===== src/rtl/ctrl_pipe_pkg.sv =====
// ctrl_pipe_pkg: shared types and sizing helpers for the control pipeline chain
package ctrl_pipe_pkg;
  typedef enum int {FLUSH_ALL = 0, FLUSH_KEEP_OLDEST = 1} flush_mode_e;
  function automatic int occ_w(input int depth);
    return $clog2(depth + 1);
  endfunction
endpackage


===== src/rtl/ctrl_pipe_stage.sv =====
// ctrl_pipe_stage: one valid+data register with reset/clear/hold priority and bubble zeroing
module ctrl_pipe_stage #(
  parameter int WIDTH = 16,
  parameter logic [WIDTH-1:0] RST_VAL = '0
) (
  input  logic             clk,
  input  logic             reset,
  input  logic             clear,
  input  logic             hold,
  input  logic             d_valid,
  input  logic [WIDTH-1:0] d_data,
  output logic             q_valid,
  output logic [WIDTH-1:0] q_data
);
  logic             r_valid;
  logic [WIDTH-1:0] r_data;
  // bubbles always carry RST_VAL so downstream write-enable fields read as 0
  always_ff @(posedge clk) begin
    if (reset || clear) begin
      r_valid <= 1'b0;
      r_data  <= RST_VAL;
    end else if (!hold) begin
      r_valid <= d_valid;
      r_data  <= d_valid ? d_data : RST_VAL;
    end
  end
  assign q_valid = r_valid;
  assign q_data  = r_data;
endmodule


===== src/rtl/ctrl_pipe_chain.sv =====
// ctrl_pipe_chain: parametrised control-word pipeline with stall, flush, occupancy and bubble counter
module ctrl_pipe_chain
  import ctrl_pipe_pkg::*;
#(
  parameter int WIDTH = 16,
  parameter int DEPTH = 1,
  parameter int FLUSH_MODE = 0,
  parameter logic [WIDTH-1:0] RST_VAL = '0,
  parameter int CNT_W = 16
) (
  input  logic                      clk,
  input  logic                      reset,
  input  logic                      stall,
  input  logic                      flush,
  input  logic                      in_valid,
  input  logic [WIDTH-1:0]          in_data,
  output logic                      out_valid,
  output logic [WIDTH-1:0]          out_data,
  output logic [occ_w(DEPTH)-1:0]   occupancy,
  output logic [CNT_W-1:0]          bubble_cnt,
  input  logic                      clr_cnt
);
  localparam int OCC_W = occ_w(DEPTH);
  localparam bit KEEP_OLDEST = (FLUSH_MODE == int'(FLUSH_KEEP_OLDEST)) && (DEPTH > 1);
  logic [DEPTH-1:0] w_valid, w_dv, w_clr, w_nv;
  logic [WIDTH-1:0] w_data [DEPTH];
  logic [WIDTH-1:0] w_dd [DEPTH];
  logic [OCC_W-1:0] w_pop, r_occ;
  logic [CNT_W-1:0] r_cnt;
  for (genvar s = 0; s < DEPTH; s++) begin : g_stage
    if (s == 0) begin : g_head
      assign w_dv[s] = in_valid;
      assign w_dd[s] = in_data;
    end else begin : g_body
      assign w_dv[s] = w_valid[s-1];
      assign w_dd[s] = w_data[s-1];
    end
    assign w_clr[s] = flush && !(KEEP_OLDEST && s == DEPTH - 1 && stall);
    assign w_nv[s]  = w_clr[s] ? 1'b0 : stall ? w_valid[s] : w_dv[s];
    ctrl_pipe_stage #(.WIDTH(WIDTH), .RST_VAL(RST_VAL)) u_stage (
      .clk     (clk),
      .reset   (reset),
      .clear   (w_clr[s]),
      .hold    (stall),
      .d_valid (w_dv[s]),
      .d_data  (w_dd[s]),
      .q_valid (w_valid[s]),
      .q_data  (w_data[s])
    );
  end
  // popcount of the valid bits each stage is about to load
  always_comb begin
    w_pop = '0;
    for (int i = 0; i < DEPTH; i++) w_pop = w_pop + OCC_W'(w_nv[i]);
  end
  // occupancy tracks valid[] on the same edge
  always_ff @(posedge clk) begin
    if (reset) r_occ <= '0;
    else r_occ <= w_pop;
  end
  // saturating count of cycles where the oldest stage emits a bubble while advancing
  always_ff @(posedge clk) begin
    if (reset || clr_cnt) r_cnt <= '0;
    else if (!flush && !stall && !w_valid[DEPTH-1] && r_cnt != '1) r_cnt <= r_cnt + CNT_W'(1);
  end
  assign out_valid  = w_valid[DEPTH-1];
  assign out_data   = w_data[DEPTH-1];
  assign occupancy  = r_occ;
  assign bubble_cnt = r_cnt;
endmodule


===== config.mk =====
export PLATFORM = sky130hd
export DESIGN_NAME = ctrl_pipe_chain
export DESIGN_NICKNAME = d
export VERILOG_FILES = /design/src/rtl/ctrl_pipe_pkg.sv /design/src/rtl/ctrl_pipe_stage.sv /design/src/rtl/ctrl_pipe_chain.sv
export SDC_FILE = /design/constraint.sdc
export NUM_CORES = 1
export LEC_CHECK = 0
export ABC_AREA = 1
export BUFFER_PORTS_ARGS = -buffer_cell sky130_fd_sc_hd__buf_2
export CELL_PAD_IN_SITES_DETAIL_PLACEMENT = 0
export CELL_PAD_IN_SITES_GLOBAL_PLACEMENT = 2
export CORE_MARGIN = 10
export CORE_UTILIZATION = 27
export CTS_CLUSTER_DIAMETER = 60
export DETAILED_ROUTE_END_ITERATION = 7
export MAX_ROUTING_LAYER = met4
export PLACE_DENSITY = 0.94
export SYNTH_ARGS = -nofsm -noshare
export SYNTH_HDL_FRONTEND = slang
export SYNTH_SLANG_ARGS = --single-unit

===== constraint.sdc =====
create_clock -name clk -period 3.11 [get_ports clk]
set_clock_uncertainty 0.1 [all_clocks]
set_input_delay 0.4665 -clock clk [delete_from_list [all_inputs] [get_ports clk]]
set_output_delay 0.4665 -clock clk [all_outputs]
set_load 0.01 [all_outputs]

==> impl_results.md, run 1 <==
* Status: finished clean
* Synth top area share at 42.4%
* Kind of critical path: flip-flop to flip-flop
* Crit path buffers/inverters at 1
* Worst path cell trace: ha_1, inv_1, nor2_2, nand4_4, nand2_2, nand2_1, nand2_1, nor2_1
* CP Max Fanout at 16
* Root Buffer: clkbuf_8
* Post-DR vias/cell at 4.31
* TritonCTS Sinks at 33
* CP top delay family: simple AND/OR/NAND/NOR gates
* Vias in the first global route at 1491
* Syn Area/Cell at 6.75 sq um
* Mapped cell area at 0.00156 sq mm
* Yosys warning total at 0
* Post-Route WL at 4480 um
* DRT iter0 DRCs at 81
* Final Hold Viols at 0
* CTS tree: done
* Overflow after GRT at 0
* DP Wirelength at 3440 um
* Tot GR Track Use at 10.5%
* VDD IR-drop max at 0.198 mV
* Clock Path Buffers at 2
* Nets at 309
* Die ar. at 0.00921 sq mm
* Worst EP arrival at 1.83 ns
* Power Dens Cells at 459 mW/mm^2
* DRT Pass-1 Iters at 5
* Startpoint Class: flip-flop
* Final period util at 56.1%
* Yosys reg bits at 33
* Worst Path Required at 3.20 ns
* Share of cells above drive strength 1 at 26.5%
* Leak Pwr at 0.000891 uW
* Hold buffer count at CTS at 0
* Worst-path clk slew at 0.08 ns
* ANT cells at 0
* Core Footprint at 0.00554 sq mm
* Slew margin rel. at 56.4%
* WL per Instance at 12.5 um
* Number of primary I/O pins at 56
* HP Class: primary input to flip-flop
* Initial antenna violation count at 0
* Number of max-cap violations at 0
* Sequential area share after synthesis at 42.4%
* Final ANT Viol Nets at 0
* Placer Congestion at 0.828
* Most used cell, CP: nand2_1
* Synth cell count leaders: 71 x nand2_1, 39 x nor2_1, 33 x dfxtp_1
* DRC at 0
* Top_reg_cell synth: dfxtp_1
* Total number of vias at 1549
* Synthesis-to-finish area growth at 28.4%
* Largest net degree at the start of global routing at 20
* Worst-margin pin slew at 0.654 ns
* Endpoints failing setup at 0
* Crit path max-delay cell type: dfxtp_1
* TNS Setup at 0 ns
* Synth area leaders: dfxtp_1 42%, nand2_1 17%, nor2_1 9.4%
* Port bufs at 55
* Postcts setup bufs at 0
* Chip height at 96.0 um
* Post-cts sizing count at 0
* Initial Util at 28.1%
* Gate Count Post-Synth at 231
* Fmax achieved at 573 MHz
* Minimum clock period at 1.75 ns
* CP peak stage delay at 0.39 ns
* Slew Limit Fails at 0
* EDFF count, synth at 0
* Synth cell types at 23
* Syn nets at 254
* Fin util at 36.1%
* CTS Buf Count at 5
* Unrepaired setup endpoints after global routing: no
* Yosys top cell by area: dfxtp_1
* Nature of the critical path endpoint: flip-flop
* Die width at 96.0 um
* Later-pin clock latency in the skew report at 0.29 ns
* Top-count cell post-synth: nand2_1
* First-pass GRT wire length at 7380 um
* Async set-reset flop share out of synthesis at 0%
* H-tree Lvls at 2
* Site row count at 27
==> worst reg2reg max path, cell delays in order, from the launching register on <==
cell and delay (ns):
dfxtp_1 0.39, ha_1 0.21, inv_1 0.07, nor2_2 0.24
nand4_4 0.26, nand2_2 0.22, nand2_1 0.07, nand2_1 0.06
nor2_1 0.03
==> power breakdown <==
group	switching (uW)	leakage, uW	internal, uW
combinational	40.8	0.000569	27.1
clock	174	0.0000543	240
sequential	7.20	0.000267	430
total	222	0.000891	697
==> final cells by class <==
cell class	instances	area (sq um)
Tap cell	72	90.1
Multi-Input combinational cell	173	790
Sequential cell	33	661
Clock buffer	5	68.8
Inverter	17	63.8
Fill cell	655	3540
Clock inverter	3	46.3
Timing Repair Buffer	56	283
==> flip-flops by register name, indices dropped and copies added, names as in the netlist <==
| register | flops |
|---|---|
| bubble_cnt | 16 |
| g_stage.u_stage.q_data | 16 |
| occupancy | 1 |
==> cells by family after synthesis <==
group	Yosys count	synth area share, %
AND/OR/NAND/NOR	137	37.9
adder cells (fa/ha/maj)	1	0.802
AO/OA/AOI/OAI	32	10.3
buffers and inverters	25	6.98
flip-flops	33	42.4
XOR/XNOR	3	1.69
==> through the flow <==
step	total power (uW)	hold WS, ns	std cells	area [sq um]	setup WS [ns]
finish	919	0.313	359	2000	1.36
global route	966	0.298	359	2000	1.13
CTS	934	0.301	359	2000	1.35
detailed placement	517	0.354	351	1890	1.26
global placement	516	0.349	351	1890	1.25
floorplan	486	0.389	231	1560	1.53
==> routing by layer <==
layer	vias to the layer above	global-route usage, %	part of all wire (%)
met4	0	3.69	1.3
met5	-	-	0
li1	840	-	-
met2	61	13.7	42
met1	642	14.0	49
met3	6	4.36	7.6
==> cell usage in the layout, fill, tap and decap left out, drive strengths merged <==
master,Yosys,layout
a21oi,25,25
buf,6,56
bufinv,0,1
clkbuf,2,5
clkinv,0,1
clkinvlp,0,1
dfxtp,33,33
ha,1,1
inv,17,17
nand2,73,73
nand3,13,13
nand4,4,4
nor2,46,46
o21ai,7,7
or2,1,1
xnor2,1,1
xor2,2,2
==> final timing paths <==
| check | start | end | slack (ns) | cells after the start |
|---|---|---|---|---|
| max | bubble_cnt[0] | bubble_cnt[3] | 1.36 | 8 |
| min | in_data[6] | g_stage[0].u_stage.q_data[6] | 0.31 | 3 |
| min reg2reg | g_stage[0].u_stage.q_data[3] | g_stage[0].u_stage.q_data[3] | 0.36 | 2 |
| max reg2reg | bubble_cnt[0] | bubble_cnt[3] | 1.36 | 8 |
Note: power is estimated with default switching activity, not from simulation.
==> inputs of run 2 (changes only) <==
--- a/config.mk
+++ b/config.mk
@@ -5,16 +5,16 @@
 export SDC_FILE = /design/constraint.sdc
 export NUM_CORES = 1
 export LEC_CHECK = 0
-export ABC_AREA = 1
+export ABC_AREA = 0
 export BUFFER_PORTS_ARGS = -buffer_cell sky130_fd_sc_hd__buf_2
 export CELL_PAD_IN_SITES_DETAIL_PLACEMENT = 0
 export CELL_PAD_IN_SITES_GLOBAL_PLACEMENT = 2
 export CORE_MARGIN = 10
-export CORE_UTILIZATION = 27
+export CORE_UTILIZATION = 26
 export CTS_CLUSTER_DIAMETER = 60
 export DETAILED_ROUTE_END_ITERATION = 7
 export MAX_ROUTING_LAYER = met4
-export PLACE_DENSITY = 0.94
+export PLACE_DENSITY = 0.87
 export SYNTH_ARGS = -nofsm -noshare
 export SYNTH_HDL_FRONTEND = slang
 export SYNTH_SLANG_ARGS = --single-unit
==> constraint.sdc (replaced) <==
create_clock -name clk -period 1.8 [get_ports clk]
set_clock_uncertainty 0.1 [all_clocks]
set_input_delay 0.27 -clock clk [delete_from_list [all_inputs] [get_ports clk]]
set_output_delay 0.27 -clock clk [all_outputs]
set_load 0.01 [all_outputs]
==> run 2 against run 1 <==
Register-to-register slack worse by 1.3 ns. Synthesized area down 8.7%. First-iteration DRC count is 3.7% lower. Worst hold slack got worse by 0.20 ns. Global-route usage fell by 0.23 points. Critical path type unchanged. Power is 72% higher. Cell area grew 0.56%. Critical path depth fell by 3. Utilization up 2.5 points. Cell count shrank 15%. Count of clock-buffer cells in the layout is 1 higher.
==> impl_results.md, run 2 <==
* Status: finished clean
* Kind of critical path: flip-flop to flip-flop
* Post-DR vias/cell at 4.98 (+15%)
* Fin Hold WS at 0.112 ns (-0.201 ns)
* H-tree Lvls at 2 (unchanged)
* Top-count cell post-synth: dfxtp_1
* EDFF count, synth at 0 (unchanged)
* Met1 Track Usage GR at 12.6% (-1.5 points)
* VDD IR-drop max at 0.435 mV (+120%)
* Startpoint Class: flip-flop
* Root Buffer: clkbuf_8
* Worst-margin pin slew at 0.335 ns (-0.319 ns)
* Clock Path Buffers at 2 (unchanged)
* CP Max Fanout at 5 (-11)
* Synth cell count leaders: 33 x dfxtp_1, 24 x nor2_1, 16 x a22oi_1
* NetSw at 342 uW (+54%)
* Worst path cell trace: ha_1, and3_2, and4_4, or4_1, a21oi_1
* Placer Congestion at 0.818 (-1.2%)
* Yosys top cell by area: dfxtp_1
* Worst Path Required at 1.92 ns (-1.28 ns)
* DRC at 0 (unchanged)
* WL per Instance at 14.1 um (+13%)
* Clock Power Share at 46.4% (+1.4 points)
* Final ANT Viol Nets at 0 (unchanged)
* Endpoints failing setup at 0 (unchanged)
* Largest net degree at the start of global routing at 20 (unchanged)
* TNS Setup at 0 ns (unchanged)
* Leak Pwr at 0.000884 uW (-0.75%)
* DP Area at 0.00188 sq mm (-0.27%)
* Worst EP arrival at 1.85 ns (+0.02 ns)
* Site row count at 26 (-3.7%)
* Final Cell Area at 0.00201 sq mm (+0.56%)
* Syn Area/Cell at 8.62 sq um (+28%)
* Pre-CTS worst setup slack at -0.0905 ns (-1.35 ns)
* Core Footprint at 0.00520 sq mm (-6.1%)
* Vias in the first global route at 1542 (+3.4%)
* DRT iter0 DRCs at 78 (-3.7%)
* TritonCTS Sinks at 33 (unchanged)
* Fmax achieved at 576 MHz (+0.55%)
* Final period util at 96.4% (+40 points)
* Crit path max-delay cell type: or4_1
* Die ar. at 0.00883 sq mm (-4.2%)
* Power Dens Cells at 784 mW/mm^2 (+71%)
* Share of cells above drive strength 1 at 39.6% (+13 points)
* CP top delay family: simple AND/OR/NAND/NOR gates
* Port bufs at 55 (unchanged)
* Nature of the critical path endpoint: flip-flop
* Area of the multi-input gates at 726 sq um (-8.1%)
* Initial antenna violation count at 0 (unchanged)
* Slew margin rel. at 77.7% (+21 points)
* Reg power frac at 47.1% (-0.5 points)
* First-pass GRT wire length at 7150 um (-3.1%)
* Number of primary I/O pins at 56 (unchanged)
* Cell-internal power at 1240 uW (+77%)
* Yosys warning total at 0 (unchanged)
* Synth cell types at 33 (+43%)
* Tot GR Track Use at 10.3% (-0.23 points)
* Fillcell total at 556 (-15%)
* CP peak stage delay at 0.46 ns (+0.07 ns)
* Async set-reset flop share out of synthesis at 0% (unchanged)
* Die width at 94.0 um (-2.1%)
* Minimum clock period at 1.74 ns (-0.00952 ns)
* Yosys reg bits at 33 (unchanged)
* Postcts setup bufs at 0 (unchanged)
* CTS tree: done
* Commonest non-fill, non-tap cell in the layout: buf_2
* Slew Limit Fails at 0 (unchanged)
* Synthesis-to-finish area growth at 41.5%
* Met3 usage at 5.20% (+0.84 points)
* Syn nets at 188 (-26%)
* DP Wirelength at 3300 um (-4.0%)
* Combinational share of power at 6.6% (-0.8 points)
* Overflow after GRT at 0 (unchanged)
* Final Hold Viols at 0 (unchanged)
* Sw Ratio at 21.7% (-2.5 points)
* Slack of the critical path at 0.0644 ns (-1.30 ns)
* Later-pin clock latency in the skew report at 0.29 ns (about the same)
* Total number of vias at 1519 (-1.9%)
* Gate Count Post-Synth at 165 (-29%)
* Number of max-cap violations at 0 (unchanged)
* Top_reg_cell synth: dfxtp_1
* Crit path buffers/inverters at 0 (-1)
* Unrepaired setup endpoints after global routing: no
* ANT cells at 0 (unchanged)
* Mapped cell area at 0.00142 sq mm (-8.7%)
* Synth area leaders: dfxtp_1 46%, a22oi_1 8.4%, nor2_1 6.3%
* Fin util at 38.7% (+2.5 points)
* Sequential area share after synthesis at 46.4% (+4.1 points)
* Worst-path clk slew at 0.07 ns (about the same)
* Synth top area share at 46.4% (+4.1 points)
* CTS Buf Count at 5 (unchanged)
* GR Util met2 at 13.8% (+0.15 points)
* Initial Util at 27.3% (-0.81 points)
* Post-Route WL at 4290 um (-4.2%)
* Chip height at 94.0 um (-2.1%)
* Register area at 662 sq um (+0.19%)
* Commonest non-fill, non-tap cells in the layout: 55 x buf_2, 32 x dfxtp_1, 24 x nor2_1
* DRT Pass-1 Iters at 4 (-1)
* Nets at 257 (-17%)
* HP Class: primary input to flip-flop
* GR peak layer: met2
## run 2: cell count changes after synthesis, sizes merged, moves of 5 or more
cell	previous run	this run
a21oi	25	13
a22oi	0	16
and3	0	5
and4	0	5
clkbuf	2	9
inv	17	0
nand2	73	6
nand3	13	7
nor2	46	24
nor3	0	5
o31ai	0	5
or4	0	5
## run 2: final timing paths
path	start	endpoint	slack, ns	cells past startpoint
max	bubble_cnt[0]	bubble_cnt[9]	0.06	5
min	in_data[5]	g_stage[0].u_stage.q_data[5]	0.11	3
max reg2reg	bubble_cnt[0]	bubble_cnt[9]	0.06	5
min reg2reg	g_stage[0].u_stage.q_data[13]	g_stage[0].u_stage.q_data[13]	0.41	2
## run 2: per-stage QoR
stage	std cells	total power, uW
2_1_floorplan	165	814
4_1_cts	305	1600
3_5_place_dp	297	864
6_report	305	1580
5_1_grt	305	1640
3_3_place_gp	297	863
## run 2: final cells by class
cell class	count	area share (%)
Timing Repair Buffer	74	20.8
Clock buffer	6	4.10
Multi-Input combinational cell	120	36.0
Clock inverter	2	1.86
Tap cell	70	4.35
Sequential cell	33	32.9
## run 2: timing repair
action | in CTS | in global routing
hold buffers | 0 | 0
setup endpoints to repair | 0 | 3
gates resized for setup | 0 | 5
## run 2: kinds of logic (layout without fill, tap and decap cells)
kind of cell / Yosys count / after routing / synth area share (%)
compound gates: 48 / 48 / 22.3
buf+inv: 12 / 82 / 3.52
flops: 33 / 33 / 46.4
fa+ha+maj: 1 / 1 / 0.879
simple gates: 71 / 71 / 26.8
## run 2: worst min-delay path, delay by kind of cell
kind | cells | cell delay (ns)
AO/OA/AOI/OAI | 1 | 0.05
AND/OR/NAND/NOR | 1 | 0.07
buffers and inverters | 1 | 0.07
## run 2: routing by layer
metal	wire length (um)	share of wire (%)
met4	49	1.1
met3	448	10
met2	1730	40
met1	2060	48
met5	0	0
## run 2: power groups by stage
stage	combinational [uW]	clock, uW	sequential (uW)
final	104	732	743
after global routing	117	783	743
after CTS	104	749	743
after detailed placement	104	0	759
after global placement	103	0	759
after floorplan	49.3	0	765
==> inputs of run 3 (changes only) <==
--- a/config.mk
+++ b/config.mk
@@ -7,7 +7,7 @@
 export LEC_CHECK = 0
 export ABC_AREA = 0
 export BUFFER_PORTS_ARGS = -buffer_cell sky130_fd_sc_hd__buf_2
-export CELL_PAD_IN_SITES_DETAIL_PLACEMENT = 0
+export CELL_PAD_IN_SITES_DETAIL_PLACEMENT = 2
 export CELL_PAD_IN_SITES_GLOBAL_PLACEMENT = 2
 export CORE_MARGIN = 10
 export CORE_UTILIZATION = 26
@@ -15,6 +15,7 @@
 export DETAILED_ROUTE_END_ITERATION = 7
 export MAX_ROUTING_LAYER = met4
 export PLACE_DENSITY = 0.87
+export RECOVER_POWER = 50
 export SYNTH_ARGS = -nofsm -noshare
 export SYNTH_HDL_FRONTEND = slang
 export SYNTH_SLANG_ARGS = --single-unit
==> run 3 against run 2 <==
Setup slack worse by 0.015 ns. Cell count increased by 0.33%. Die area stayed put. Clock power is 24% lower. Wire length rose by 26%. Cell area fell by 1.7%. Count of clock-buffer cells in the layout unchanged. Sequential power hardly changed. Critical endpoint is now bubble_cnt[13]. Highest routed layer unchanged.
==> impl_results.md, run 3 (synthesized netlist as in run 2, its figures left out) <==
* Worst path cell trace: or3_4, or2_4, or4_1, a21oi_1
* Commonest non-fill, non-tap cell in the layout: buf_2
* Initial Util at 27.3% (unchanged)
* TNS Setup at 0 ns (unchanged)
* Hold buffer count at CTS at 0 (unchanged)
* VDD IR-drop max at 0.428 mV (-1.5%)
* Synthesis-to-finish area growth at 39.1%
* R2r setup slk at 0.05 ns (-0.02 ns)
* Commonest non-fill, non-tap cells in the layout: 39 x buf_2, 31 x dfxtp_1, 24 x nor2_1
* Hold depth at 3 (unchanged)
* Status: finished clean
* Later-pin clock latency in the skew report at 0.29 ns (about the same)
* R2R depth at 4 (-1)
* Worst EP arrival at 1.87 ns (+0.02 ns)
* Unrepaired setup endpoints after global routing: no
* Minimum clock period at 1.75 ns (+0.0150 ns)
* DRT Pass-1 Iters at 3 (-1)
* Leak Pwr at 0.000809 uW (-8.5%)
* CP Max Fanout at 5 (unchanged)
* Nature of the critical path endpoint: flip-flop
* Placer Congestion at 0.818 (unchanged)
* DRC at 0 (unchanged)
* Hold Path End: g_stage[0].u_stage.q_data[2]
* Worst Path Required at 1.92 ns (about the same)
* Fmax achieved at 571 MHz (-0.86%)
* Hold_sp: in_data[2]
* First-pass GRT wire length at 8760 um (+23%)
* Slew Limit Fails at 0 (unchanged)
* Reg2reg end: bubble_cnt[13]
* Fin util at 38.0% (-0.65 points)
* TritonCTS Sinks at 33 (unchanged)
* CTS Buf Count at 5 (unchanged)
* Worst-margin pin slew at 0.934 ns (+0.600 ns)
* Root Buffer: clkbuf_8
* Total number of vias at 1597 (+5.1%)
* ANT cells at 0 (unchanged)
* Post-Route WL at 5390 um (+26%)
* Number of primary I/O pins at 56 (unchanged)
* Core Footprint at 0.00520 sq mm (unchanged)
* CTS tree: done
* Tot GR Track Use at 12.7% (+2.4 points)
* Slew margin rel. at 37.7% (-40 points)
* HP Class: primary input to flip-flop
* Power Dens Cells at 711 mW/mm^2 (-9.3%)
* Nets at 258 (+0.39%)
* Worst-path clk slew at 0.07 ns (about the same)
* Final period util at 97.3% (+0.83 points)
* Reg2reg start: occupancy
* Startpoint Class: flip-flop
* Dpl cells at 297 (unchanged)
* Share of cells above drive strength 1 at 34.3% (-5.3 points)
* DRT iter0 DRCs at 70 (-10%)
* Endpoints failing setup at 0 (unchanged)
* Overflow after GRT at 0 (unchanged)
* Initial antenna violation count at 0 (unchanged)
* H-tree Lvls at 2 (unchanged)
* Post-DR vias/cell at 5.22 (+4.8%)
* Number of max-cap violations at 0 (unchanged)
* CP peak stage delay at 0.50 ns (+0.04 ns)
* Die width at 94.0 um (unchanged)
* WL per Instance at 17.6 um (+25%)
* Vias in the first global route at 1816 (+18%)
* Final ANT Viol Nets at 0 (unchanged)
* Final instance count without filler cells at 306 (+0.33%)
* Final Hold Viols at 0 (unchanged)
* Kind of critical path: flip-flop to flip-flop
* Chip height at 94.0 um (unchanged)
* Die ar. at 0.00883 sq mm (unchanged)
* Crit path max-delay cell type: or4_1
* Site row count at 26 (unchanged)
* Port bufs at 55 (unchanged)
* Largest net degree at the start of global routing at 20 (unchanged)
* Clock Path Buffers at 2 (unchanged)
* DP Wirelength at 4130 um (+25%)
==> run 3: layout make-up <==
type | instances | area (sq um)
clock buffers | 6 | 72.6
clock inverters | 2 | 10.0
fillers | 622 | 3230
multi-input cells | 120 | 741
flip-flops and latches | 33 | 663
well taps | 70 | 87.6
repair buffers | 75 | 405
==> run 3: worst max-delay path by stage <==
stage,startpoint,end,slack [ns],cells after the start
after CTS,bubble_cnt[0],bubble_cnt[9],0.01,5
after detailed placement,flush,bubble_cnt[13],-0.10,5
after global routing,bubble_cnt[14],bubble_cnt[8],0.003,4
after floorplan,occupancy,bubble_cnt[13],-0.02,5
final,occupancy,bubble_cnt[13],0.05,4
after global placement,flush,bubble_cnt[13],-0.07,5
==> run 3: critical path, delay by kind of cell (launching register included) <==
family / cells / cell delay [ns]
and+or+nand+nor: 3 / 1.11
AOI/OAI and AO/OA: 1 / 0.15
DFF: 1 / 0.33
==> run 3: report_power, final <==
group	switching, uW	internal (uW)
combinational	60.7	45.6
clock	290	268
sequential	5.07	738
total	356	1050
==> run 3: stage by stage <==
stage                     instance area, sq um  setup slack (ns)  total power, uW  hold WS [ns]
after detailed placement                  1880            -0.102              869         0.402
after global routing                      1980           0.00278             1460         0.123
after floorplan                           1430           -0.0237              814         0.314
after CTS                                 1970            0.0147             1430         0.102
after global placement                    1880           -0.0711              863         0.386
final                                     1980            0.0494             1410         0.109
==> run 3: timing repair <==
| action | 4_1_cts | 5_1_grt |
|---|---|---|
| setup buffers | 0 | 1 |
| gates resized for setup | 4 | 7 |
| endpoints found under the setup margin | 2 | 4 |
==> run 3: routing by layer <==
metal | vias to the layer above | routed length, um | track usage [%]
met2 | 46 | 2630 | 20.6
met5 | - | 0 | -
met4 | 0 | 42 | 3.42
met1 | 785 | 2340 | 14.3
li1 | 761 | - | -
met3 | 5 | 374 | 4.56
